<file path="src/rtl/profile_ci_controller_if.sv">
// ============================================================================
// Module  : profile_ci_controller_if
// Brief   : Custom-instruction bus between the CPU and the profiling controller.
// Revision: 1.0 - initial release
// ============================================================================
`default_nettype none

interface profile_ci_controller_if;
  logic        ciStart;
  logic        ciCke;
  logic [7:0]  ciN;
  logic [31:0] ciValueA;
  logic [31:0] ciValueB;
  logic        ciDone;
  logic [31:0] ciResult;

  modport master (
    output ciStart, ciCke, ciN, ciValueA, ciValueB,
    input  ciDone, ciResult
  );

  modport slave (
    input  ciStart, ciCke, ciN, ciValueA, ciValueB,
    output ciDone, ciResult
  );
endinterface

`default_nettype wire

</file>
<file path="src/rtl/profile_ci_controller.sv">
// ============================================================================
// Module  : profile_ci_controller
// Brief   : Profiling custom-instruction front end: four event counters with
//           enables, sticky overflow flags and a two-state CI handshake.
// Revision: 1.0 - initial release
// ============================================================================
`default_nettype none

module profile_ci_controller #(
  parameter logic [7:0] CUSTOM_ID = 8'd12,
  parameter int         WIDTH     = 32
) (
  input  wire logic              clock,
  input  wire logic              reset,
  input  wire logic              stall,
  input  wire logic              busIdle,
  input  wire logic              eventIn,
  profile_ci_controller_if.slave bus
);

  typedef enum logic [0:0] {
    S_IDLE    = 1'b0,
    S_RESPOND = 1'b1
  } state_t;

  state_t      r_state;
  state_t      w_state_nxt;
  logic        w_accept;

  logic [3:0]  r_en;
  logic [3:0]  w_ovf;
  logic [3:0]  w_evt;
  logic [3:0]  w_set;
  logic [3:0]  w_dis;
  logic [3:0]  w_clr;
  logic [31:0] w_cnt_ext [4];
  logic [31:0] w_status;
  logic [31:0] w_rd_data;
  logic [31:0] r_result;
  logic        w_unused_bits;

  assign w_set = bus.ciValueB[3:0];
  assign w_dis = bus.ciValueB[7:4];
  assign w_clr = bus.ciValueB[11:8];
  assign w_evt = {eventIn, busIdle, stall, 1'b1};
  assign w_unused_bits = ^{bus.ciValueA[31:3], bus.ciValueB[31:12]};

  // ------------------------------------------------------------------------
  // Handshake FSM
  // ------------------------------------------------------------------------
  always_ff @(posedge clock) begin
    if (reset) begin
      r_state <= S_IDLE;
    end else begin
      r_state <= w_state_nxt;
    end
  end

  always_comb begin
    w_state_nxt = r_state;
    w_accept    = 1'b0;
    case (r_state)
      S_IDLE: begin
        if (bus.ciStart && bus.ciCke && (bus.ciN == CUSTOM_ID)) begin
          w_accept    = 1'b1;
          w_state_nxt = S_RESPOND;
        end
      end
      S_RESPOND: begin
        if (bus.ciCke) begin
          w_state_nxt = S_IDLE;
        end
      end
      default: begin
        w_state_nxt = S_IDLE;
      end
    endcase
  end

  // ------------------------------------------------------------------------
  // Enables: disable wins over set; clear leaves the enable untouched
  // ------------------------------------------------------------------------
  always_ff @(posedge clock) begin
    if (reset) begin
      r_en <= 4'b0000;
    end else if (w_accept) begin
      r_en <= (r_en | w_set) & ~w_dis;
    end
  end

  // ------------------------------------------------------------------------
  // Counters and sticky overflow flags
  // ------------------------------------------------------------------------
  for (genvar i = 0; i < 4; i++) begin : g_cnt
    logic [WIDTH-1:0] r_cnt;
    logic             r_ovf;
    logic             w_inc;
    logic             w_zap;

    // A counter being disabled by this instruction must not count on this edge.
    assign w_inc = r_en[i] & w_evt[i] & ~(w_accept & w_dis[i]);
    assign w_zap = w_accept & w_clr[i];

    always_ff @(posedge clock) begin
      if (reset) begin
        r_cnt <= '0;
        r_ovf <= 1'b0;
      end else if (w_zap) begin
        r_cnt <= '0;
        r_ovf <= 1'b0;
      end else if (w_inc) begin
        r_cnt <= r_cnt + 1'b1;
        if (&r_cnt) begin
          r_ovf <= 1'b1;
        end
      end
    end

    assign w_ovf[i]     = r_ovf;
    assign w_cnt_ext[i] = 32'(r_cnt);
  end

  // ------------------------------------------------------------------------
  // Result capture: pre-command values are latched on accept
  // ------------------------------------------------------------------------
  assign w_status  = {24'b0, w_ovf, r_en};
  assign w_rd_data = bus.ciValueA[2] ? w_status : w_cnt_ext[bus.ciValueA[1:0]];

  always_ff @(posedge clock) begin
    if (reset) begin
      r_result <= 32'b0;
    end else if (w_accept) begin
      r_result <= w_rd_data;
    end
  end

  assign bus.ciDone   = (r_state == S_RESPOND);
  assign bus.ciResult = (r_state == S_RESPOND) ? r_result : 32'b0;

endmodule

`default_nettype wire

</file>
<file path="src/flat_wrapper.sv">
// flat-port wrapper written by rule: the top's interface ports become plain ports
module profile_ci_controller_flat 
#(
  parameter logic [7:0] CUSTOM_ID = 8'd12,
  parameter int         WIDTH     = 32
)
  (clock, reset, stall, busIdle, eventIn, bus_ciStart, bus_ciCke, bus_ciN, bus_ciValueA, bus_ciValueB, bus_ciDone, bus_ciResult);
  profile_ci_controller_if bus_i ();
  input  wire logic clock;
  input  wire logic reset;
  input  wire logic stall;
  input  wire logic busIdle;
  input  wire logic eventIn;
  input wire logic [$bits(bus_i.ciStart)-1:0] bus_ciStart;
  input wire logic [$bits(bus_i.ciCke)-1:0] bus_ciCke;
  input wire logic [$bits(bus_i.ciN)-1:0] bus_ciN;
  input wire logic [$bits(bus_i.ciValueA)-1:0] bus_ciValueA;
  input wire logic [$bits(bus_i.ciValueB)-1:0] bus_ciValueB;
  output wire logic [$bits(bus_i.ciDone)-1:0] bus_ciDone;
  output wire logic [$bits(bus_i.ciResult)-1:0] bus_ciResult;
  assign bus_i.ciStart = bus_ciStart;
  assign bus_i.ciCke = bus_ciCke;
  assign bus_i.ciN = bus_ciN;
  assign bus_i.ciValueA = bus_ciValueA;
  assign bus_i.ciValueB = bus_ciValueB;
  assign bus_ciDone = bus_i.ciDone;
  assign bus_ciResult = bus_i.ciResult;
  profile_ci_controller #(.CUSTOM_ID(CUSTOM_ID), .WIDTH(WIDTH)) u_core (.clock(clock), .reset(reset), .stall(stall), .busIdle(busIdle), .eventIn(eventIn), .bus(bus_i));
endmodule
</file>
<file path="config.mk">
export PLATFORM = sky130hd
export DESIGN_NAME = profile_ci_controller_flat
export DESIGN_NICKNAME = d
export VERILOG_FILES = /design/src/rtl/profile_ci_controller_if.sv /design/src/rtl/profile_ci_controller.sv /design/src/flat_wrapper.sv
export SDC_FILE = /design/constraint.sdc
export NUM_CORES = 1
export LEC_CHECK = 0
export ABC_CLOCK_PERIOD_IN_PS = 2200
export CAP_MARGIN = 10
export CORE_AREA = 5 5 176 178
export DETAILED_ROUTE_END_ITERATION = 10
export DIE_AREA = 0 0 181 183
export MAX_ROUTING_LAYER = met4
export PLACE_DENSITY_LB_ADDON = 0.08
export SLEW_MARGIN = 25
export SYNTH_ARGS = -nofsm -noshare
export SYNTH_HDL_FRONTEND = slang
export SYNTH_SLANG_ARGS = --single-unit
</file>
<file path="constraint.sdc">
create_clock -name clock -period 2.2 [get_ports clock]
set_input_delay 0.44 -clock clock [delete_from_list [all_inputs] [get_ports clock]]
set_output_delay 0.44 -clock clock [all_outputs]
set_load 0.05 [all_outputs]
</file>
==> out/results.tsv <==
metric	value	unit
fin crit share	93.3	%
drt wl/cell	18.4	um
setup ws final	0.147	ns
Worst Path Required	2.56	ns
worst hold path class	reg2reg	
share of layout cells above drive strength 1	20.6	%
hold-fix buffers at CTS	0	
Syn Area/Cell	8.91	um^2
die area	33100	um^2
die extent in y	183	um
crit path kind	reg2reg	
row count	63	
largest net degree at the start of global routing	37	
Worst setup EP type	register	
most crowded layer after global routing	met2	
crit path max fanout	10	
design area	11400	um^2
Final Util	39.1	%
clk slew on worst S/H paths	0.07	ns
area fraction of the dominant cell type after synthesis	39.2	%
grt total ovfl	0	
Initial Util	29.5	%
IO Count	112	
Final Critical Period	2.05	ns
RSZ-0062 raised after global routing	no	
max-cap viol count	0	
synthesized area	8630	um^2
P per Cell Area	548	nW/um^2
synthesized flop and latch total	169	
yosys warns	0	
Root Buffer	clkbuf_16	
TritonRoute pass-1 iters	6	
fin nets	1194	
Switching Power	1.50	mW
dpl cell area	10800	um^2
final wirelength	27.8	mm
I/O Buffers	62	
startpoint class of the critical path	register	
CTS H-Tree Depth	4	
Post-synth top cells	169 x dfxtp_1, 101 x nor2_1, 75 x a21oi_1	
Power Total	6.27	mW
sequential power share	48.8	%
drt drc	0	
post-route ant nets	0	
Mapped Cells	968	
clock buffer count from CTS	17	
post-DP HPWL	21.4	mm
CTS max path bufs	2	
skew final	0.0127	ns
initial antenna violation count	0	
outcome	finished, final reports clean	
Yosys top cell by area	dfxtp_1	
met2 usage	27.9	%
CTS tree	built	
Post-synth ARST share	0	%
die width	181	um
leakage	3.97	nW
total global-route track usage	17.4	%
GR Util met3	2.48	%
core footprint	29200	um^2
Seq/Total Area, Yosys	39.2	%
M1 GR Usage	23.6	%
Via-to-Cell Ratio	5.07	
most common cell in the synthesized netlist	dfxtp_1	
maximum clock frequency	0.487	GHz
clock share of power	47.0	%
sw frac	23.9	%
clk_lat worst skew	0.43	ns
first-pass GRT wire length	43.7	mm
vias in the first global route	7250	
post-synth cell types	47	
Slew Limit Fails	0	
area grow syn2layout	32.5	%
crit path DAT	2.41	ns
TNS Setup	0	ns
worst slack, placed	-0.257	ns
Initial DRC Count	524	
worst relative slew slack	55.4	%
diode count	0	
Comb power frac	4.2	%
routability cong.	0.804	
top cells by area, synth	dfxtp_1 39%, mux4_2 8.4%, xor2_1 5.4%	
Final Hold Vio Count	0	
Synth Net Count	1051	
via count	7664	
worst-margin pin slew	0.668	ns
worst vdd ir	0.000464	V
# clock sinks	169	
internal power	4.77	mW
Setup Viol. Count Final	0	
EDFF count, synth	0	
top_reg_cell synth	dfxtp_1	
-- through the flow --
step,instances,hold WS [ns]
after floorplan,968,0.425
after global placement,1481,0.437
after detailed placement,1481,0.441
after CTS,1512,0.451
after global routing,1513,0.477
final,1513,0.448
-- power groups by stage --
stage,registers [mW],clock network (mW),logic [mW]
floorplan,3.13,0,0.118
global placement,3.13,0,0.267
detailed placement,3.13,0,0.266
CTS,3.06,3.04,0.267
global route,3.06,3.18,0.282
finish,3.06,2.95,0.263
-- path summary, 6_finish.rpt --
| kind | start | cells after the start | slack (ns) | end |
|---|---|---|---|---|
| hold reg to reg | u_core.r_result[17] | 2 | 0.45 | u_core.r_result[17] |
| setup / recovery | u_core.g_cnt[2].r_cnt[6] | 6 | 0.15 | u_core.g_cnt[2].r_cnt[24] |
| setup reg to reg | u_core.g_cnt[2].r_cnt[6] | 6 | 0.15 | u_core.g_cnt[2].r_cnt[24] |
| hold / removal | u_core.r_result[17] | 2 | 0.45 | u_core.r_result[17] |
-- flip-flops by register name (all words and copies together) (netlist names) --
register	flops
u_core.bus.ciDone	1
u_core.g_cnt.r_cnt	128
u_core.g_cnt.r_ovf	4
u_core.r_en	4
u_core.r_result	32
-- final cells by class --
cell class                 count  area [um^2]
sequential                   169         3380
timing repair buffer         179         1950
multi-input combinational    726         4980
fill                        2945        17800
clock buffer                  17          425
clock inverter                14          136
inverter                      18         67.6
tap                          390          488
-- routing by layer --
layer,vias up,share of wire [%]
met3,21,3.9
met2,159,47
met5,-,0
met4,0,1.0
li1,3825,-
met1,3659,48
-- critical path, stage by stage (launching register included) --
cell,delay (ns)
dfxtp_2,0.37
nand4_1,0.20
nor4_4,0.31
buf_4,0.18
nand3_2,0.22
or4_1,0.53
a21oi_1,0.16
-- repair_timing --
item                                   4_1_cts  5_1_grt
setup endpoints to repair                    0       13
buffers inserted                             0        1
endpoints found under the hold margin        0        0
gates resized for setup                      0        3
-- layout by cell type, fill, tap and decap left out, types with 5 or more instances in the layout --
| master | synthesis | layout |
|---|---|---|
| inv_6 | 0 | 7 |
| nand3b_1 | 25 | 25 |
| xnor2_1 | 23 | 23 |
| nand4_1 | 55 | 55 |
| and3_1 | 15 | 14 |
| o31ai_1 | 23 | 23 |
| inv_1 | 18 | 18 |
| nor3_1 | 16 | 16 |
| or4_1 | 23 | 23 |
| clkdlybuf4s50_1 | 0 | 28 |
| a211oi_1 | 11 | 11 |
| or3_1 | 22 | 22 |
| xor2_1 | 53 | 53 |
| mux2i_1 | 12 | 12 |
| and2_1 | 36 | 36 |
| nand3_1 | 53 | 53 |
| mux4_2 | 32 | 32 |
| buf_12 | 0 | 43 |
| nor2_1 | 101 | 101 |
| nand2_1 | 74 | 74 |
| o21ai_0 | 19 | 19 |
| o21a_1 | 5 | 5 |
| nor4_1 | 9 | 8 |
| a21oi_1 | 75 | 75 |
| and4_1 | 10 | 10 |
| buf_4 | 0 | 107 |
| dfxtp_1 | 169 | 168 |
| clkbuf_16 | 0 | 17 |
-- logic make-up (layout without fill, tap and decap cells) --
group                    count (synthesis)  count (layout)  synth area share [%]
flip-flops                             169             169                  39.2
buffers and inverters                   73             228                  3.45
AND/OR/NAND/NOR                        459             459                  29.5
adder cells (fa/ha/maj)                  4               4                 0.580
AO/OA/AOI/OAI                          143             143                  9.80
multiplexers                            44              44                  9.75
XOR/XNOR                                76              76                  7.72
Power figures use the tool's default switching activity.
